===== src/rtl/vscale_tohost_monitor.sv =====
// tohost/HTIF result monitor: snoops dmem stores to tohost, latches a sticky pass/fail/timeout verdict.
// Optional PC-window cycle counter enabled by defining VSCALE_TOHOST_PERF_EN.
module vscale_tohost_monitor #(
    parameter logic [31:0] TOHOST_ADDR   = 32'h00001000,
    parameter int unsigned XPR_LEN       = 32,
    parameter int unsigned CYCLE_W       = 64,
    parameter int unsigned MAX_CYCLES    = 0,
    parameter logic [31:0] PERF_START_PC = 32'h00001a60,
    parameter logic [31:0] PERF_STOP_PC  = 32'h00001a70
) (
    input  logic               clk,
    input  logic               reset,
    input  logic               dmem_write,
    input  logic [31:0]        dmem_addr,
    input  logic [XPR_LEN-1:0] dmem_wdata,
    input  logic [31:0]        pc_dx,
    output logic               done,
    output logic               passed,
    output logic               failed,
    output logic               timeout,
    output logic [XPR_LEN-2:0] status_code,
    output logic [CYCLE_W-1:0] cycle_count,
    output logic [31:0]        perf_cycles,
    output logic               perf_valid
);

    typedef enum logic [2:0] {
        S_IDLE    = 3'd0,
        S_RUN     = 3'd1,
        S_PASS    = 3'd2,
        S_FAIL    = 3'd3,
        S_TIMEOUT = 3'd4
    } state_e;

    state_e             state_q;
    logic               resp_valid_q;
    logic [XPR_LEN-1:0] resp_data_q;
    logic               done_q;
    logic               passed_q;
    logic               failed_q;
    logic               timeout_q;
    logic [XPR_LEN-2:0] status_q;
    logic [CYCLE_W-1:0] cycle_q;
    logic [CYCLE_W-1:0] cycle_d;
    logic               timeout_hit;

    // Saturating run-cycle increment; timeout is judged on the value the counter is about to hold
    assign cycle_d     = (cycle_q == '1) ? cycle_q : cycle_q + CYCLE_W'(1);
    assign timeout_hit = (MAX_CYCLES != 0) && (cycle_d >= CYCLE_W'(MAX_CYCLES));

    always_ff @(posedge clk) begin
        if (!reset) begin
            state_q      <= S_IDLE;
            resp_valid_q <= 1'b0;
            resp_data_q  <= '0;
            done_q       <= 1'b0;
            passed_q     <= 1'b0;
            failed_q     <= 1'b0;
            timeout_q    <= 1'b0;
            status_q     <= '0;
            cycle_q      <= '0;
        end else begin
            resp_valid_q <= dmem_write && (dmem_addr == TOHOST_ADDR);
            resp_data_q  <= dmem_wdata;
            case (state_q)
                S_IDLE: state_q <= S_RUN;
                S_RUN: begin
                    cycle_q <= cycle_d;
                    if (resp_valid_q && (resp_data_q == XPR_LEN'(1))) begin
                        state_q  <= S_PASS;
                        passed_q <= 1'b1;
                        done_q   <= 1'b1;
                    end else if (resp_valid_q && (resp_data_q > XPR_LEN'(1))) begin
                        state_q  <= S_FAIL;
                        failed_q <= 1'b1;
                        done_q   <= 1'b1;
                        status_q <= resp_data_q[XPR_LEN-1:1];
                    end else if (timeout_hit) begin
                        state_q   <= S_TIMEOUT;
                        timeout_q <= 1'b1;
                        done_q    <= 1'b1;
                    end
                end
                default: state_q <= state_q;
            endcase
        end
    end

    assign done        = done_q;
    assign passed      = passed_q;
    assign failed      = failed_q;
    assign timeout     = timeout_q;
    assign status_code = status_q;
    assign cycle_count = cycle_q;

`ifdef VSCALE_TOHOST_PERF_EN
    typedef enum logic [1:0] {
        P_IDLE  = 2'd0,
        P_COUNT = 2'd1,
        P_DONE  = 2'd2
    } perf_state_e;

    perf_state_e perf_state_q;
    logic [31:0] perf_q;
    logic        perf_valid_q;

    // Single-shot window: the stop edge itself is counted, later windows are ignored
    always_ff @(posedge clk) begin
        if (!reset) begin
            perf_state_q <= P_IDLE;
            perf_q       <= '0;
            perf_valid_q <= 1'b0;
        end else begin
            case (perf_state_q)
                P_IDLE: begin
                    if ((state_q == S_RUN) && (pc_dx == PERF_START_PC)) begin
                        perf_state_q <= P_COUNT;
                    end
                end
                P_COUNT: begin
                    if (perf_q != 32'hFFFF_FFFF) begin
                        perf_q <= perf_q + 32'd1;
                    end
                    if (pc_dx == PERF_STOP_PC) begin
                        perf_state_q <= P_DONE;
                        perf_valid_q <= 1'b1;
                    end
                end
                default: perf_state_q <= perf_state_q;
            endcase
        end
    end

    assign perf_cycles = perf_q;
    assign perf_valid  = perf_valid_q;
`else
    logic unused_pc_dx;

    assign unused_pc_dx = ^pc_dx;
    assign perf_cycles  = 32'd0;
    assign perf_valid   = 1'b0;
`endif

endmodule

===== config.mk =====
export PLATFORM = sky130hd
export DESIGN_NAME = vscale_tohost_monitor
export DESIGN_NICKNAME = d
export VERILOG_FILES = /design/src/rtl/vscale_tohost_monitor.sv
export SDC_FILE = /design/constraint.sdc
export NUM_CORES = 1
export LEC_CHECK = 0
export CAP_MARGIN = 25
export CORE_UTILIZATION = 45
export DETAILED_ROUTE_END_ITERATION = 12
export PLACE_DENSITY = 0.89
export SLEW_MARGIN = 20
export SYNTH_ARGS = -nofsm -noshare
export SYNTH_HDL_FRONTEND = slang
export SYNTH_SLANG_ARGS = --single-unit

===== constraint.sdc =====
create_clock -name clk -period 4.6 [get_ports clk]
set_input_delay 0.92 -clock clk [delete_from_list [all_inputs] [get_ports clk]]
set_output_delay 0.92 -clock clk [all_outputs]
set_load 0.01 [all_outputs]

### After elaboration in Yosys (flattened, before gate mapping)

Cells that the tools add are included.

| cells by class | value |
|---|---|
| reductions and logical operators | 11 |
| magnitude comparators | 1 |
| multiplexer cells | 5 |
| bitwise gates (word level) | 2 |
| add/sub/neg operators | 1 |
| equality and inequality tests | 5 |

Operator list:

| operator | number |
|---|---|
| $add 64x1->64 const B | 1 |
| $eq 64x64->1 const B | 1 |
| $eq 32x1->1 const B | 1 |
| $eq 32x13->1 const B | 1 |
| $gt 32x1->1 const B | 1 |
| $reduce_and 2->1 | 4 |
| $mux 3 | 2 |
| $pmux 3 s2 | 1 |
| $reduce_bool 2->1 | 2 |
| $eq 3x1->1 const B | 1 |
| $logic_and 1x1->1 | 3 |
| $logic_not 3->1 | 1 |
| $ne 3x3->1 const B | 1 |
| $reduce_and 3->1 | 1 |
| $mux 1 | 2 |
| $not 1->1 | 2 |

| storage, ports and cells | value |
|---|---|
| input bits | 99 |
| logic and storage cells | 33 |
| register bits | 134 |
| output and inout bits | 132 |

### Longest topological paths before layout

Gate-level depths: netlist of the first run.

| depth | value |
|---|---|
| word-level depth | 5 |
| depth in mapped cells | 9 |
| depth with buffers taken out | 7 |

### Least setup slack after synthesis of the first run

Ideal clock, no wire load.

| timing | value |
|---|---|
| path kind | register -> register |
| from | register cycle_q[16] (netlist: cycle_count[16]) |
| to | register cycle_q[34] (netlist: cycle_count[34]) |
| slack | 2.504 ns |
| arrival | 1.967 ns |
| period minus slack after synthesis | 2.096 ns |
| data required time | 4.471 ns |
| setup time | 0.129 ns |
| path buffers | 2 |
| cell stages (with the launch flop) | 9 |
| cell sequence | dfxtp_1 nand4_1 nor4_4 nand3_2 buf_6 o211ai_2 buf_6 nor4_1 mux2i_1 |

| on the way | value |
|---|---|
| word-level cells in the longest chain between the ends | 3 |
| elaborated cells on any way between the ends | 4 |
| classes of those cells | add/sub (1); eq/ne (1); bitwise (1); reduce/logical (1) |

RTL lines:

| element | line | source |
|---|---|---|
| start, declared | 43 | `logic [CYCLE_W-1:0] cycle_q;` |
| start signal, assigned | 68 | `cycle_q <= cycle_d;` |
| parallel branches: the longest is 3 deep, another holds $add 64x1->64 | n/a |  |

Parallel ways; which one is timed is not known.
A chain may end at the register's enable or synchronous reset.

### Final worst setup path of the first run

| timing | value |
|---|---|
| from | register cycle_q[17] (netlist: cycle_count[17]) |
| to | register cycle_q[32] (netlist: cycle_count[32]) |

Same word-level chain as after synthesis.

==> flow_summary.json, run 1 <==
{
  "routed_via_density": 5.362,
  "multiInputGateArea_um2": 2927,
  "power_density_nw_per_um2": 323.1,
  "regArea_um2": 2663,
  "holdWs_ns": 0.4446,
  "maxSlewHeadroom": 0.5800,
  "ys_warn_count": 0,
  "clock-root-buffer": "clkbuf_16",
  "drv_slew": 0,
  "grt_antenna_before_repair": 0,
  "synth_top_family_by_area": "simple AND/OR/NAND/NOR gates",
  "synthTopCellsByArea": "dfxtp_1 45%, nand2_1 6.4%, a21oi_1 5.6%",
  "cts_tree": "built",
  "ys.flop_type": "dfxtp_1",
  "cp-startpoint": "cycle_count[17]",
  "postRouteAntennaNets": 0,
  "layout_common_cells": "163 x clkdlybuf4s50_1, 133 x dfxtp_1, 102 x nand2_1",
  "io_pins": 231,
  "pre_cts_ws_ns": 1.912,
  "grt-ovfl-total": 0,
  "clkSlewWorstSetupHoldPaths_ns": 0.06,
  "setup_tns_ns": 0,
  "drive_gt1_frac": 0.06845,
  "cts_buffers": 17,
  "crit_end": "cycle_count[32]",
  "coreArea_um2": 12720,
  "grt_max_degree": 63,
  "rows": 41,
  "clock_latency_ns": 0.42,
  "r2r-start": "cycle_count[17]",
  "vdd_drop_max_mv": 0.2145,
  "wl_per_cell_um": 15.23,
  "area_growth_pct": 36.70,
  "yosys.area_share.simple": 0.3080,
  "start_util": 0.4669,
  "dieWidth_um": 116.9,
  "r2r-end": "cycle_count[32]",
  "fin_ws_ns": 1.821,
  "rsz0062_at_grt": "no",
  "netlist_instances": 695,
  "vias": 5544,
  "synth_fa_ha_area_frac": 0.002107,
  "fin_crit_ns": 2.779,
  "ctsResizeCount": 0,
  "n_antenna_cell": 0,
  "cts_hold_buffers": 0,
  "worstRegToRegCells": 6,
  "final_common_cell": "clkdlybuf4s50_1",
  "hold_path_depth": 2,
  "crit_arrival_ns": 3.09,
  "netlist.area_leader.share": 0.4483,
  "drtIter0Drc": 493,
  "status": "finished clean",
  "synth_compound_area_frac": 0.1150,
  "die-area_um2": 13660,
  "nets": 949,
  "first_pass_iters": 5,
  "synth.largest_area_cell": "dfxtp_1",
  "timing.fmax_ghz": 0.3598,
  "fin_crit_sh": 0.6042,
  "synthMuxAreaShare": 0.01685,
  "dp_hpwl_um": 11060,
  "cts_max_path_buffers": 2,
  "synth-xor-area-share": 0.02802,
  "synth_cell_type_count": 53,
  "path_max_fanout": 13,
  "die_h_um": 116.9,
  "grtUsageTotal": 0.2378,
  "async_reset_ff_frac": 0,
  "gp_congestion": 0.8990,
  "grt_pass1_vias": 5099,
  "routed_wl_um": 15750,
  "yosysSeqAreaShare": 0.4483,
  "end_kind": "register",
  "fillCellCount": 1074,
  "skew_ns": 0.009801,
  "criticalPathCategory": "register to register",
  "grt_pass1_wl_um": 24770,
  "synth-edff-count": 0,
  "syn_area_per_cell_um2": 8.546,
  "p_total_mw": 2.623,
  "hp-class": "register to register",
  "synth-seq-cells": 133,
  "post-cts-setup-buffers": 0,
  "worst_pin_slew_ns": 0.6285,
  "drc": 0,
  "crit_required_ns": 4.91,
  "start_kind": "register",
  "syn_area_um2": 5939,
  "io_buffers": 164,
  "cap_viol_max_count": 0,
  "r2r_setup_slack_ns": 1.82,
  "clock_sinks": 133,
  "htreeDepth": 4,
  "finalSetupViolations": 0,
  "hold_violations": 0,
  "leakage_nw": 2.722
}
-- routing by layer --
layer | track usage | routed length [um]
met1 | 0.2827 | 6383
met2 | 0.3996 | 7966
met3 | 0.07055 | 1132
met4 | 0.1013 | 270
met5 | 0 | 0
-- sequential cells by signal, indices dropped and copies added (netlist names) --
name,flops
failed,1
passed,1
cycle_count,64
status_code,31
resp_valid_q,1
done,1
state_q,2
resp_data_q,32
-- cells by family after synthesis --
kind of cell | after synthesis
and+or+nand+nor | 332
DFF | 133
AOI/OAI and AO/OA | 115
buffers and inverters | 84
xor gates and xnor gates | 19
muxes | 10
adders and majority gates | 1
other | 1
-- stage by stage --
step / instances / cell area (um^2) / util
after floorplan: 728 / 6063 / -
after global placement: 1002 / 7537 / 0.5924
after detailed placement: 1002 / 7537 / 0.5924
after CTS: 1034 / 8114 / 0.6378
after global routing: 1034 / 8119 / 0.6382
final: 1034 / 8119 / 0.6382
-- synth_stat cells, drive strengths merged, types with 5 or more instances --
cell type,instances
mux2i,10
nand2,102
o31ai,9
inv,17
or3,24
or4,11
clkbuf,23
buf,44
nor4,28
nand4,30
and3,8
xnor2,10
nand2b,12
o211ai,5
dfxtp,133
and2,34
nand3,29
o21ai,24
nor3,13
nor2,30
a21oi,67
xor2,9
-- worst min path at each step --
stage,startpoint,end,slack [ns]
2_1_floorplan,resp_data_q[18],status_code[17],0.43
3_3_place_gp,passed,passed,0.44
3_5_place_dp,done,done,0.44
4_1_cts,passed,passed,0.45
5_1_grt,resp_data_q[18],status_code[17],0.47
6_report,done,done,0.44
-- power breakdown --
| part | switching [mW] | total (mW) | internal [mW] |
|---|---|---|---|
| sequential | 0.0116 | 1.18 | 1.17 |
| combinational | 0.0584 | 0.128 | 0.0691 |
| clock | 0.503 | 1.31 | 0.811 |
| total | 0.573 | 2.62 | 2.05 |
-- layout make-up --
| cell class | instances | area share |
|---|---|---|
| Timing Repair Buffer | 169 | 0.2062 |
| Clock inverter | 12 | 0.01603 |
| Tap cell | 172 | 0.02651 |
| Clock buffer | 20 | 0.05502 |
| Multi-Input combinational cell | 511 | 0.3605 |
| Sequential cell | 133 | 0.3279 |
| Inverter | 17 | 0.007859 |
-- worst max-delay path, cell delays in order (launching register included) --
cell      delay, ns
dfxtp_1        0.42
nand4_1        0.30
nor4_4         0.62
nand3_2        0.38
o211ai_2       0.63
o311ai_0       0.21
o41ai_1        0.11
(Power assumes the default switching activity.)
==> run 2: changes to the inputs <==
CORE_UTILIZATION = 44   (was 45)
PLACE_DENSITY = 0.88   (was 0.89)
clock period = 2.6 ns   (was 4.6 ns; I/O delays follow)
==> run 2 against run 1 <==
Compared with the run above: global-route usage is 1.4 points lower; setup slack got worse by 1.7 ns; clock power rose by 69%; die area is 2.2% higher; flip-flop and latch count stayed put; sequential share of layout area fell by 0.55 points; register-to-register slack got worse by 1.7 ns; via count is 1.6% higher; clock skew grew 0.0029 ns; core utilization decreased by 1.2 points; critical endpoint is now cycle_count[62]; non-clock buffer count rose by 16.
==> flow_summary.json, run 2 (synthesis gave the netlist of run 1 again) <==
{
  "status": "finished clean",
  "routed_wl_um": 15650,
  "leakage_nw": 2.812,
  "wl_per_cell_um": 14.87,
  "cpPeakStageDelay_ns": 0.56,
  "cts_tree": "built",
  "nets": 965,
  "clock-root-buffer": "clkbuf_16",
  "postRouteAntennaNets": 0,
  "timing.fmax_ghz": 0.3998,
  "first_pass_iters": 5,
  "drc": 0,
  "stdcell_count": 1053,
  "fillCellCount": 1106,
  "p_switching_mw": 1.030,
  "cts_hold_buffers": 0,
  "setup_tns_ns": 0,
  "coreArea_um2": 13190,
  "clock_latency_ns": 0.42,
  "start_util": 0.4503,
  "path_max_fanout": 6,
  "clock_sinks": 133,
  "cts_buffers": 17,
  "die-area_um2": 13970,
  "hold_violations": 0,
  "rsz0062_at_grt": "no",
  "rows": 42,
  "crit_chain": "nand4_1, nor4_4, and3_1, nand4_1, or3_1, a21oi_1",
  "p_sw_frac": 0.2268,
  "cp-startpoint": "cycle_count[17]",
  "cpMostUsedCell": "nand4_1",
  "end_kind": "register",
  "io_buffers": 164,
  "start_kind": "register",
  "drive_gt1_frac": 0.08666,
  "area_growth_pct": 39.01,
  "cap_viol_max_count": 0,
  "dieWidth_um": 118.2,
  "grt_antenna_before_repair": 0,
  "crit_required_ns": 2.95,
  "vias": 5631,
  "p_comb_frac": 0.052,
  "gp_congestion": 0.9219,
  "criticalPathCategory": "register to register",
  "cp_slowest_cell": "nor4_4",
  "p_seq_frac": 0.459,
  "fin_crit_ns": 2.501,
  "fin_crit_sh": 0.9621,
  "largest_reg_flops": 64,
  "htreeDepth": 4,
  "crit_end": "cycle_count[62]",
  "grt_pass1_wl_um": 24470,
  "grt_pass1_vias": 5109,
  "hp-class": "register to register",
  "grtUsageTotal": 0.2233,
  "cts_max_path_buffers": 2,
  "r2r-start": "cycle_count[17]",
  "worst_pin_slew_ns": 0.6270,
  "skew_ns": 0.01269,
  "grt_max_degree": 86,
  "io_pins": 231,
  "final_common_cell": "clkdlybuf4s50_1",
  "worstRegToRegCells": 6,
  "clkPwrFrac": 0.489,
  "n_antenna_cell": 0,
  "r2r_setup_slack_ns": 0.1,
  "clkSlewWorstSetupHoldPaths_ns": 0.06,
  "r2r-end": "cycle_count[62]",
  "die_h_um": 118.2,
  "drtIter0Drc": 433,
  "crit_arrival_ns": 2.85,
  "power_density_nw_per_um2": 550.2,
  "finalSetupViolations": 0,
  "layout_common_cells": "163 x clkdlybuf4s50_1, 133 x dfxtp_1, 102 x nand2_1",
  "drv_slew": 0,
  "maxSlewHeadroom": 0.5820,
  "dp_hpwl_um": 10820,
  "p_int_mw": 3.513,
  "vdd_drop_max_mv": 0.3889,
  "placedCellCount": 1021,
  "grt-ovfl-total": 0,
  "routed_via_density": 5.348
}
==> run 2: changes by cell type in the layout (fill, tap and decap cells not counted), sizes merged <==
cell	change
inv	+3
clkinv	-2
bufinv	-1
clkinvlp	+2
buf	+16
clkbuf	-3
==> run 2: power by group through the flow <==
stage	Combinational [mW]	Clock, mW	Sequential, mW
floorplan	0.132	0	2.13
global placement	0.227	0	2.13
detailed placement	0.231	0	2.13
CTS	0.233	2.26	2.09
global route	0.252	2.38	2.09
finish	0.234	2.22	2.09
==> run 2: worst min path at each step <==
| stage | startpoint | end | slack [ns] | depth (start not counted) |
|---|---|---|---|---|
| after CTS | done | done | 0.45 | 2 |
| after global routing | done | done | 0.47 | 2 |
| final | done | done | 0.45 | 2 |
| after floorplan | resp_data_q[18] | status_code[17] | 0.43 | 2 |
| after global placement | passed | passed | 0.43 | 2 |
| after detailed placement | done | done | 0.44 | 2 |
==> run 2: repair_timing <==
action | CTS | global route
resized for setup | 0 | 2
buffers inserted | 0 | 1
setup endpoints to repair | 0 | 18
==> run 2: worst max-delay path, delay by kind of cell (launching register included) <==
kind / cells / cell delay (ns)
flip-flops: 1 / 0.42
AND/OR/NAND/NOR: 5 / 1.87
AO/OA/AOI/OAI: 1 / 0.15
==> run 2: cell type report <==
cell class / count / area (um^2) / share of cell area
clock buffer: 17 / 425.4 / 0.05152
timing repair buffer: 185 / 1819 / 0.2203
multi-input combinational: 511 / 2938 / 0.3558
sequential: 133 / 2663 / 0.3225
clock inverter: 14 / 127.6 / 0.01546
inverter: 17 / 63.81 / 0.007728
tap: 176 / 220.2 / 0.02667
==> run 2: per-stage QoR <==
| stage | instance area (um^2) | hold slack [ns] | util | total power [mW] | worst slack [ns] |
|---|---|---|---|---|---|
| finish | 8257 | 0.4451 | 0.6260 | 4.543 | 0.09859 |
| global route | 8257 | 0.4655 | 0.6260 | 4.717 | 0.005531 |
| CTS | 8220 | 0.4482 | 0.6232 | 4.578 | 0.1476 |
| detailed placement | 7667 | 0.4394 | 0.5813 | 2.362 | 0.1961 |
| global placement | 7667 | 0.4348 | 0.5813 | 2.357 | 0.2715 |
| floorplan | 6063 | 0.4315 | - | 2.262 | 0.5037 |
==> run 2: layer usage <==
metal	share of wire	up-vias	routed length [um]	global-route usage
met2	0.50	233	7877	0.3805
met5	0	-	0	0
met1	0.40	2652	6335	0.2591
met4	0.020	0	320	0.09696
met3	0.072	29	1120	0.06564
li1	-	2717	-	-
==> run 3: changes to the inputs <==
CORE_ASPECT_RATIO = 1.1   (was not set)
==> run 3 against run 2 <==
Compared with the run above: sequential share of layout area fell by 0.37 points; combinational power barely moved; critical path depth is the same; setup slack improved by 0.045 ns; maximum frequency increased by 1.8%; core utilization up 0.89 points; worst hold slack better by 0.0013 ns; die area did not move; register-to-register slack improved by 0.04 ns; final area grew 1.2%; clock skew decreased by 0.0067 ns; largest cell class unchanged; highest routed layer unchanged.
==> flow_summary.json, run 3 (synthesis gave the netlist of run 1 again) <==
{
  "fin_crit_ns": 2.457,
  "die_h_um": 123.9,
  "r2r_setup_slack_ns": 0.14,
  "cts_tree": "built",
  "setup_tns_ns": 0,
  "rows": 44,
  "wl_per_cell_um": 15.22,
  "io_pins": 231,
  "clock_sinks": 133,
  "cts_max_path_buffers": 2,
  "status": "finished clean",
  "cap_viol_max_count": 0,
  "drtIter0Drc": 466,
  "pre_cts_ws_ns": 0.2179,
  "grt_antenna_before_repair": 0,
  "power_density_nw_per_um2": 594.7,
  "vias": 5712,
  "vdd_drop_max_mv": 0.4119,
  "dp_hpwl_um": 10760,
  "clock-root-buffer": "clkbuf_16",
  "final_common_cell": "clkdlybuf4s50_1",
  "crit_required_ns": 2.90,
  "criticalPathCategory": "register to register",
  "first_pass_iters": 5,
  "grt_pass1_vias": 5094,
  "clkSlewWorstSetupHoldPaths_ns": 0.06,
  "routed_wl_um": 15890,
  "start_util": 0.4514,
  "grtUsageTotal": 0.2238,
  "postRouteAntennaNets": 0,
  "htreeDepth": 4,
  "nets": 970,
  "io_buffers": 164,
  "cts_buffers": 17,
  "n_antenna_cell": 0,
  "start_kind": "register",
  "rsz0062_at_grt": "no",
  "worst_pin_slew_ns": 0.5889,
  "drc": 0,
  "fin_crit_sh": 0.9449,
  "crit_arrival_ns": 2.76,
  "finalSetupViolations": 0,
  "dieWidth_um": 112.8,
  "end_kind": "register",
  "largest_reg_flops": 64,
  "grt_pass1_wl_um": 24470,
  "design_area_um2": 8353,
  "die-area_um2": 13970,
  "area_growth_pct": 40.64,
  "coreArea_um2": 13160,
  "maxSlewHeadroom": 0.6074,
  "leakage_nw": 2.863,
  "grt-ovfl-total": 0,
  "timing.fmax_ghz": 0.4071,
  "placed_area_um2": 7666,
  "hp-class": "register to register",
  "post-cts-setup-buffers": 0,
  "fin_ws_ns": 0.1434,
  "drive_gt1_frac": 0.09060,
  "routed_via_density": 5.471,
  "cts_hold_buffers": 0,
  "grt_max_degree": 63,
  "layout_common_cells": "163 x clkdlybuf4s50_1, 133 x dfxtp_1, 102 x nand2_1",
  "drv_slew": 0,
  "clock_latency_ns": 0.42,
  "final_util": 0.6348,
  "holdWs_ns": 0.4464,
  "ctsResizeCount": 0,
  "gp_congestion": 0.9062,
  "hold_violations": 0,
  "path_max_fanout": 11,
  "skew_ns": 0.006011
}
==> run 3: cell count changes in the layout (fill, tap and decap cells not counted), moves of 2 or more <==
cell / before / now
buf_4: 19 / 25
bufinv_16: 1 / 5
inv_6: 4 / 0
clkinv_2: 3 / 0
clkbuf_1: 0 / 2
clkbuf_8: 0 / 2
==> run 3: cell type report <==
| class | instances | area, um^2 |
|---|---|---|
| timing repair buffer | 190 | 1844 |
| fill | 1030 | 4805 |
| clock buffer | 21 | 460.4 |
| tap | 161 | 201.4 |
| clock inverter | 11 | 198.9 |
| inverter | 17 | 63.81 |
| multi-input combinational | 511 | 2922 |
| sequential | 133 | 2663 |
==> run 3: routing by layer <==
metal | track usage | share of wire | wire length [um] | up-vias
li1 | - | - | - | 2744
met1 | 0.2555 | 0.41 | 6532 | 2682
met2 | 0.3893 | 0.50 | 7998 | 250
met3 | 0.06277 | 0.063 | 1008 | 36
met4 | 0.1058 | 0.022 | 348 | 0
met5 | 0 | 0 | 0 | -
==> run 3: worst max-delay path, cell delays in order (launching register included) <==
cell and delay [ns]:
dfxtp_1 0.42, nand4_1 0.32, nor4_4 0.52, nand3_2 0.36
o21ai_1 0.46, xor2_1 0.20, nor2_1 0.06
==> run 3: final timing paths <==
check / to / startpoint / cells past startpoint
worst max register to register: cycle_count[21] / cycle_count[17] / 6
worst min-delay path: passed / passed / 2
worst min register to register: passed / passed / 2
worst max-delay path: cycle_count[21] / cycle_count[17] / 6
==> run 3: metrics by stage <==
step	total power, mW	cells
after CTS	4.985	1042
after detailed placement	2.360	1010
final	4.968	1044
after global routing	5.101	1044
after floorplan	2.262	728
after global placement	2.356	1010
==> run 3: where the power goes <==
group	total, mW	switching [mW]	leakage [nW]	internal, mW
combinational	0.234	0.105	1.47	0.129
sequential	2.09	0.0195	1.08	2.07
clock	2.64	0.889	0.310	1.76
total	4.97	1.01	2.86	3.95
